File: config.mk
export PLATFORM = sky130hd
export DESIGN_NAME = tbird_lamp_monitor
export DESIGN_NICKNAME = d
export VERILOG_FILES = /design/src/rtl/tbird_lamp_monitor.sv
export SDC_FILE = /design/constraint.sdc
export NUM_CORES = 1
export LEC_CHECK = 0
export ABC_AREA = 1
export CAP_MARGIN = 20
export CORE_MARGIN = 2
export CORE_UTILIZATION = 50
export DETAILED_ROUTE_END_ITERATION = 6
export GPL_TIMING_DRIVEN = 0
export PLACE_DENSITY = 0.76
export SLEW_MARGIN = 20
export SYNTH_ARGS = -nofsm -noshare
export SYNTH_HDL_FRONTEND = slang
export SYNTH_SLANG_ARGS = --single-unit
File: constraint.sdc
create_clock -name CLK100MHZ -period 1.9 [get_ports CLK100MHZ]
set_input_delay 0.38 -clock CLK100MHZ [delete_from_list [all_inputs] [get_ports CLK100MHZ]]
set_output_delay 0.38 -clock CLK100MHZ [all_outputs]
set_load 0.02 [all_outputs]
File: src/rtl/tbird_lamp_monitor.sv
// tbird_lamp_monitor: observes the T-bird tail-light bulbs on each TICK,
// tracks each side's lamp sequence and decodes the driver command.
// Ports: CLK100MHZ, RST (async, active high), TICK (sample strobe),
//   BULB_L/BULB_R {x3,x2,x1} lamps, MODE (decoded command), MODE_STB (pulse
//   one cycle after each sample), FAULT/FAULT_SIDE {left,right} sticky,
//   CYC_L/CYC_R saturating completed-ramp counters.
// Optional: define TBIRD_MON_SKEW_CHECK_EN to fault when both sides are
//   turning but show different bulb patterns.
module tbird_lamp_monitor #(
    parameter int IDLE_TO = 4,
    parameter int CNT_W   = 8
) (
    input  logic             CLK100MHZ,
    input  logic             RST,
    input  logic             TICK,
    input  logic [2:0]       BULB_L,
    input  logic [2:0]       BULB_R,
    output logic [2:0]       MODE,
    output logic             MODE_STB,
    output logic             FAULT,
    output logic [1:0]       FAULT_SIDE,
    output logic [CNT_W-1:0] CYC_L,
    output logic [CNT_W-1:0] CYC_R
);

    typedef enum logic [2:0] {
        S_IDLE, S_R1, S_R2, S_R3, S_ON, S_FLT
    } side_st_t;

    localparam logic [3:0] IDLE_LIM = 4'(IDLE_TO);

    // Index 1 is the left side, index 0 the right side.
    side_st_t         st         [2];
    side_st_t         st_n       [2];
    logic [3:0]       idle_cnt   [2];
    logic [3:0]       idle_cnt_n [2];
    logic [1:0]       on_cnt     [2];
    logic [1:0]       on_cnt_n   [2];
    logic [CNT_W-1:0] cyc        [2];
    logic [CNT_W-1:0] cyc_n      [2];
    logic [2:0]       bulb       [2];
    logic [1:0]       turn, turn_n;
    logic [1:0]       done;
    logic [1:0]       t_cls, n_cls;
    logic [2:0]       mode_n, dec;
    logic [1:0]       fside_n;

    always_ff @(posedge CLK100MHZ or posedge RST) begin
        if (RST) begin
            for (int i = 0; i < 2; i++) begin
                st[i]       <= S_IDLE;
                idle_cnt[i] <= '0;
                on_cnt[i]   <= '0;
                cyc[i]      <= '0;
            end
            turn       <= '0;
            MODE       <= '0;
            MODE_STB   <= 1'b0;
            FAULT      <= 1'b0;
            FAULT_SIDE <= '0;
        end else begin
            for (int i = 0; i < 2; i++) begin
                st[i]       <= st_n[i];
                idle_cnt[i] <= idle_cnt_n[i];
                on_cnt[i]   <= on_cnt_n[i];
                cyc[i]      <= cyc_n[i];
            end
            turn       <= turn_n;
            MODE       <= mode_n;
            MODE_STB   <= TICK;
            FAULT      <= |fside_n;
            FAULT_SIDE <= fside_n;
        end
    end

    always_comb begin
        bulb[1] = BULB_L;
        bulb[0] = BULB_R;
        turn_n  = turn;
        done    = '0;
        for (int i = 0; i < 2; i++) begin
            st_n[i]       = st[i];
            idle_cnt_n[i] = idle_cnt[i];
            on_cnt_n[i]   = on_cnt[i];
            cyc_n[i]      = cyc[i];
        end

        if (TICK) begin
            for (int i = 0; i < 2; i++) begin
                st_n[i] = S_FLT;
                case (st[i])
                    S_IDLE: begin
                        if (bulb[i] == 3'b000)
                            st_n[i] = S_IDLE;
                        else if (bulb[i] == 3'b001)
                            st_n[i] = S_R1;
                        else if (bulb[i] == 3'b111)
                            st_n[i] = S_ON;
                    end
                    S_R1: begin
                        if (bulb[i] == 3'b011)
                            st_n[i] = S_R2;
                        else if (bulb[i] == 3'b000)
                            st_n[i] = S_IDLE;
                    end
                    S_R2: begin
                        if (bulb[i] == 3'b111)
                            st_n[i] = S_R3;
                        else if (bulb[i] == 3'b000)
                            st_n[i] = S_IDLE;
                    end
                    S_R3: begin
                        if (bulb[i] == 3'b000)
                            st_n[i] = S_IDLE;
                        else if (bulb[i] == 3'b111)
                            st_n[i] = S_ON;
                    end
                    S_ON: begin
                        if (bulb[i] == 3'b111)
                            st_n[i] = S_ON;
                        else if (bulb[i] == 3'b000)
                            st_n[i] = S_IDLE;
                        else if (bulb[i] == 3'b001)
                            st_n[i] = S_R1;
                    end
                    default: st_n[i] = S_FLT;
                endcase

                done[i] = (st[i] == S_R3) && (bulb[i] == 3'b000);
                if (done[i]) begin
                    turn_n[i] = 1'b1;
                    if (cyc[i] != '1)
                        cyc_n[i] = cyc[i] + CNT_W'(1);
                end

                // The completing sample restarts the idle timeout.
                if (st_n[i] == S_IDLE && !done[i])
                    idle_cnt_n[i] = (idle_cnt[i] == 4'hF) ?
                                    4'hF : idle_cnt[i] + 4'd1;
                else
                    idle_cnt_n[i] = '0;

                if (st_n[i] == S_ON)
                    on_cnt_n[i] = (on_cnt[i] == 2'd2) ?
                                  2'd2 : on_cnt[i] + 2'd1;
                else
                    on_cnt_n[i] = '0;

                if (idle_cnt_n[i] == IDLE_LIM ||
                    on_cnt_n[i] == 2'd2 ||
                    st_n[i] == S_FLT)
                    turn_n[i] = 1'b0;
            end

`ifdef TBIRD_MON_SKEW_CHECK_EN
            // Hazard flashing must be in lock-step on both sides.
            if (turn_n == 2'b11 && BULB_L != BULB_R) begin
                st_n[1] = S_FLT;
                st_n[0] = S_FLT;
                turn_n  = 2'b00;
            end
`endif
        end

        fside_n = FAULT_SIDE |
                  {st_n[1] == S_FLT, st_n[0] == S_FLT};

        for (int i = 0; i < 2; i++) begin
            t_cls[i] = turn_n[i];
            n_cls[i] = (st_n[i] == S_ON) && !turn_n[i];
        end

        if (fside_n[1] || fside_n[0])
            dec = 3'd7;
        else if (t_cls[1] && t_cls[0])
            dec = 3'd4;
        else if (t_cls[1] && n_cls[0])
            dec = 3'd5;
        else if (t_cls[1])
            dec = 3'd1;
        else if (n_cls[1] && t_cls[0])
            dec = 3'd6;
        else if (t_cls[0])
            dec = 3'd2;
        else if (n_cls[1] && n_cls[0])
            dec = 3'd3;
        else
            dec = 3'd0;

        mode_n = TICK ? dec : MODE;
    end

    assign CYC_L = cyc[1];
    assign CYC_R = cyc[0];

endmodule

[After elaboration in Yosys (flattened, before gate mapping)]
Cells that the tools add are included.
Operators by class
  add/subtract/negate cells: 6
  equality and inequality tests: 32
  multiplexer cells: 49
  bitwise operators: 1
  reduce and logical (&&, ||, !) cells: 28
Operators with widths (number)
  $mux W3: 25
  $eq A3 B3 Y1 const B: 12
  $pmux W3 S5: 2
  $mux W4: 6
  $eq A3 B2 Y1 const B: 6
  $logic_not A3 Y1: 6
  $mux W2: 9
  $add A8 B1 Y8 const B: 2
  $ne A8 B8 Y1 const B: 2
  $eq A3 B1 Y1 const B: 4
  $logic_and A1 B1 Y1: 10
  $add A4 B1 Y4 const B: 2
  $eq A2 B2 Y1 const B: 4
  $eq A4 B3 Y1 const B: 2
  $eq A4 B4 Y1 const B: 2
  $mux W1: 6
  $mux W6: 1
  $reduce_and A3 Y1: 2
  $logic_or A1 B1 Y1: 5
  $add A2 B1 Y2 const B: 2
  $logic_not A1 Y1: 4
  $or A2 B2 Y2: 1
  $reduce_or A2 Y1: 1
Word-level totals
  bits in registers: 43
  input bits: 9

[Depth between registers and ports, before layout]
  depth in word-level cells: 25
  gate-level depth with buffers: 18

[Worst setup path after synthesis]
OpenSTA, ideal clock, no wires.
  path type: register -> register
  start: register cyc (netlist bit CYC_R[0])
  end: register cyc (netlist bit CYC_R[7])
  setup time: 130 ps
  data arrival time: 1620 ps
  required time: 1770 ps
  setup slack: 150 ps
  stages on the path, launching flop included: 10
  buffers on the path: 0
  cells stage by stage: dfrtp_1 -> ha_1 -> nand3_1 -> nor2_1 -> a31oi_2 -> inv_2 -> nor2_2 -> and3_1 -> nand3_1 -> xnor2_1
On the way
  cells in the longest elaborated chain, start to end: 2
  elaborated cells between the ends (all ways): 3
RTL lines
  from (decl): line 39  | logic [CNT_W-1:0] cyc [2];
  from (signal, indexed assignment): line 66  | cyc[i] <= cyc_n[i];
  parallel branches: the longest is 2 deep, another holds $add A8 B1 Y8
Parallel ways; which one is timed is not known.
A chain may end at the register's enable or synchronous reset.

[Worst setup path in the final report]
  start: register st[4] (netlist bit)
  end: register MODE[0]
On the way
  cells in the longest elaborated chain, start to end: 22
  elaborated cells between the ends (all ways): 42
RTL lines
  from (decl): line 33  | side_st_t st [2];
  from (signal, indexed assignment): line 63  | st[i] <= st_n[i];
  $eq A3 B3 Y1, or another cell as far along: line 91  | case (st[i])
  $pmux W3 S5: line 91
  $mux W3: line 88  | if (TICK) begin
  $logic_not A3 Y1: line 137  | if (st_n[i] == S_IDLE && !done[i])
  $logic_and A1 B1 Y1: line 137
  $mux W4: line 137
  $mux W4: line 88
  $eq A4 B3 Y1: line 149  | if (idle_cnt_n[i] == IDLE_LIM ||
  [6 not listed]
  $logic_and A1 B1 Y1: line 185  | else if (n_cls[1] && n_cls[0])
  $mux W2: line 185
  $mux W2: line 183  | else if (t_cls[0])
  $mux W3: line 181  | else if (n_cls[1] && t_cls[0])
  $mux W3: line 179  | else if (t_cls[1])
  $mux W3: line 177  | else if (t_cls[1] && n_cls[0])
  $mux W3: line 175  | else if (t_cls[1] && t_cls[0])
  $mux W3 (*): line 173  | if (fside_n[1] || fside_n[0])
  to (signal assigned): line 69  | MODE <= mode_n;
  to (decl): line 18  | output logic [2:0] MODE,
Mark *: on every way between the ends. The rest lies on a longest branch, timed or not. The select of a mux whose other input is x is not followed.

==> summary.txt <==
Cells and area
  • Final net count: 423
  • Share of post-route cells with drive strength above 1: 24.6%
  • Fin cells: 477
  • Design area: 0.00337 sq mm
  • Area delta synth->final: 30.3%
  • Final core utilization: 66.8%
  • # diodes: 0

Synthesis
  • FFs w/ async S/R, synth: 100%
  • Syn avg cell area: 7.30 sq um
  • Post-synth EDFFs: 0
  • Main synth FF type: dfrtp_1
  • Syn_nets: 369
  • Yosys warning count: 0
  • Top-count cell post-synth: nand2_1
  • Synth Cell Area: 0.00258 sq mm
  • Area fraction of the dominant cell type after synthesis: 41.6%
  • Unique masters post-synth: 27
  • Largest area contributor in the netlist: dfrtp_1
  • Post-synth top cells: 83 x nand2_1, 51 x inv_1, 47 x nor2_1
  • Post-synthesis sequential area ratio: 41.6%
  • Largest cells by area after synthesis: dfrtp_1 42%, nand2_1 12%, inv_1 7.4%
  • Cells after Synth: 354
  • Yosys reg bits: 43

Status
  • Status: finished with violations
  • Failing checks: negative setup slack

Place
  • Inst Count DP: 456
  • IO Port Bufs: 31
  • Post-DP HPWL: 3.80 mm
  • Post-DP Area: 0.00300 sq mm
  • Routability congestion estimate: 0.875

CTS
  • H-tree depth: 2
  • Reg clk slew, reported paths: 0.08 ns
  • Clock buffer count from CTS: 5
  • Clock Sink Count: 43
  • CTS tree: yes
  • CTS max path bufs: 2
  • Clock Latency Late Sink: 0.29 ns
  • CTS root buf: clkbuf_8

Timing
  • Fmax: 517 MHz
  • Final TNS setup: -0.0487 ns
  • RSZ-0062 raised after global routing: yes
  • Layout Skew: 0.00422 ns
  • Final max-slew violation count: 0
  • Min cycle time layout: 1.93 ns
  • Final period util: 102%
  • Worst-Margin Slew: 0.397 ns
  • Hold violation total from the final report: 0
  • Worst setup slack after layout: -0.0325 ns
  • Setup violations, final: 2
  • Relative slew slack: 73.5%

Floorplanning
  • Die Ht: 75.9 microns
  • Ports: 32
  • Die Wd: 75.9 microns
  • # rows: 26
  • Core area: 0.00504 sq mm
  • Initial Utilization: 51.3%
  • Die area: 0.00576 sq mm

Route
  • DRC: 0
  • Drt first pass iters: 4
  • Mean routed wirelength per cell: 11.6 microns
  • Post-route antenna net violation count: 0
  • Vias: 2379
  • Routed wire length: 5.51 mm
  • DR iter-0 viols: 98
  • Drt via density: 4.99

Power and ir drop
  • Overall Power: 3200 uW
  • Leak Pwr: 0.00162 uW
  • Power Density: 949 mW/mm^2
  • Max IR drop VDD: 0.628 mV

Critical path
  • Critical path's top delay family: simple AND/OR/NAND/NOR gates
  • WP data arrival: 2.17 ns
  • Crit-path slowest cell: dfrtp_2
  • Data required, critical path: 2.13 ns
  • CP Capture Type: register
  • Worst-path maximum fanout: 5
  • CP max stage delay: 0.42 ns
  • CP cell instances: buf_4 > inv_2 > nand3_2 > inv_2 > nand3_1 > nand2_2 > nor2_4 > buf_6 > nand2_2 > nor2_4 > nand4_1 > nand2_2 > nand3_1 > nor2_1 > nor2_1 > nor2_1
  • Startpoint types: register
  • Buf/Inv on CP: 4
  • Crit Path Category: register to register

Global routing
  • GR Overflow Total: 0
  • Largest net degree at the start of global routing: 31
  • Total GRT Usage: 19.8%
  • Vias in the first global route: 2246
  • Initial antenna violation count: 0
  • First-pass GRT wire length: 9.55 mm

Hold path
  • HP Class: primary input to async pin

Run
  • Max capacitance violation total: 0
-- repair_timing --
| action | CTS | global route |
|---|---|---|
| hold buffers | 0 | 0 |
| endpoints found under the setup margin | 10 | 12 |
| resized for setup | 26 | 39 |
| buffers inserted | 9 | 6 |
| pin swaps | 20 | 17 |
-- path summary, 6_finish.rpt --
check | slack (ns) | end | depth (start not counted) | startpoint
setup reg to reg | -0.03 | MODE[0] | 16 | st[4]
setup / recovery | -0.03 | MODE[0] | 16 | st[4]
min in group CLK100MHZ | 0.50 | MODE[0] | 2 | MODE[0]
hold / removal | 0.35 | CYC_L[0] | 2 | RST
max in group asynchronous | 1.07 | st[4] | 3 | RST
hold reg to reg | 0.50 | MODE[0] | 2 | MODE[0]
-- flip-flops by register name (all words and copies together), names as in the netlist --
signal      flops
st              6
on_cnt          4
MODE_STB        1
CYC_L           8
FAULT           1
turn            2
MODE            3
idle_cnt        8
CYC_R           8
FAULT_SIDE      2
-- placed cells by master (no fill, tap or decap), types with 6 or more instances in the layout --
cell type / count
a21oi_1: 7
buf_4: 15
clkdlybuf4s50_1: 25
dfrtp_1: 39
ha_1: 6
inv_1: 46
inv_2: 11
nand2_1: 71
nand2_2: 16
nand3_1: 29
nand3_2: 7
nor2_1: 36
nor2_2: 20
nor2_4: 11
o21ai_0: 14
xnor2_1: 7
xor2_1: 8
-- through the flow --
step	hold WS, ns	setup slack (ns)
CTS	0.364	-0.0763
global route	0.393	-0.173
finish	0.353	-0.0325
detailed placement	0.476	-0.564
floorplan	0.411	0.150
global placement	0.462	-0.542
-- logic make-up (layout without fill, tap and decap cells) --
| family | count (synthesis) | count (layout) | synth area share, % |
|---|---|---|---|
| adders and majority gates | 6 | 6 | 2.90 |
| and+or+nand+nor | 201 | 201 | 35.1 |
| buffers and inverters | 62 | 115 | 9.10 |
| xor gates and xnor gates | 15 | 15 | 5.08 |
| DFF | 43 | 43 | 41.6 |
| AOI/OAI and AO/OA | 27 | 27 | 6.20 |
-- per-layer routing --
layer  share of wire, %  global-route usage (%)
met1                 43                    24.1
met2                 52                    36.2
met3                4.3                    3.93
met4               0.96                    4.91
met5                  0                       0
-- cell type report --
class,count,area [sq um]
Buffer,4,26.3
Clock buffer,5,68.8
Clock inverter,1,7.51
Timing Repair Buffer,47,444
Multi-Input combinational cell,249,1430
Fill cell,434,1670
Inverter,58,220
Tap cell,70,87.6
Sequential cell,43,1080
-- power breakdown --
part | total (uW) | internal [uW] | switching (uW) | leakage (uW)
registers | 1160 | 1030 | 124 | 0.000541
clock network | 545 | 244 | 301 | 0.0000361
logic | 1490 | 588 | 905 | 0.00105
-- worst reg2reg max path, delay by kind of cell, from the launching register on --
| kind | cells | cell delay [ns] |
|---|---|---|
| DFF | 1 | 0.42 |
| buffers and inverters | 4 | 0.32 |
| and+or+nand+nor | 12 | 1.15 |
Note: power is estimated with default switching activity, not from simulation.
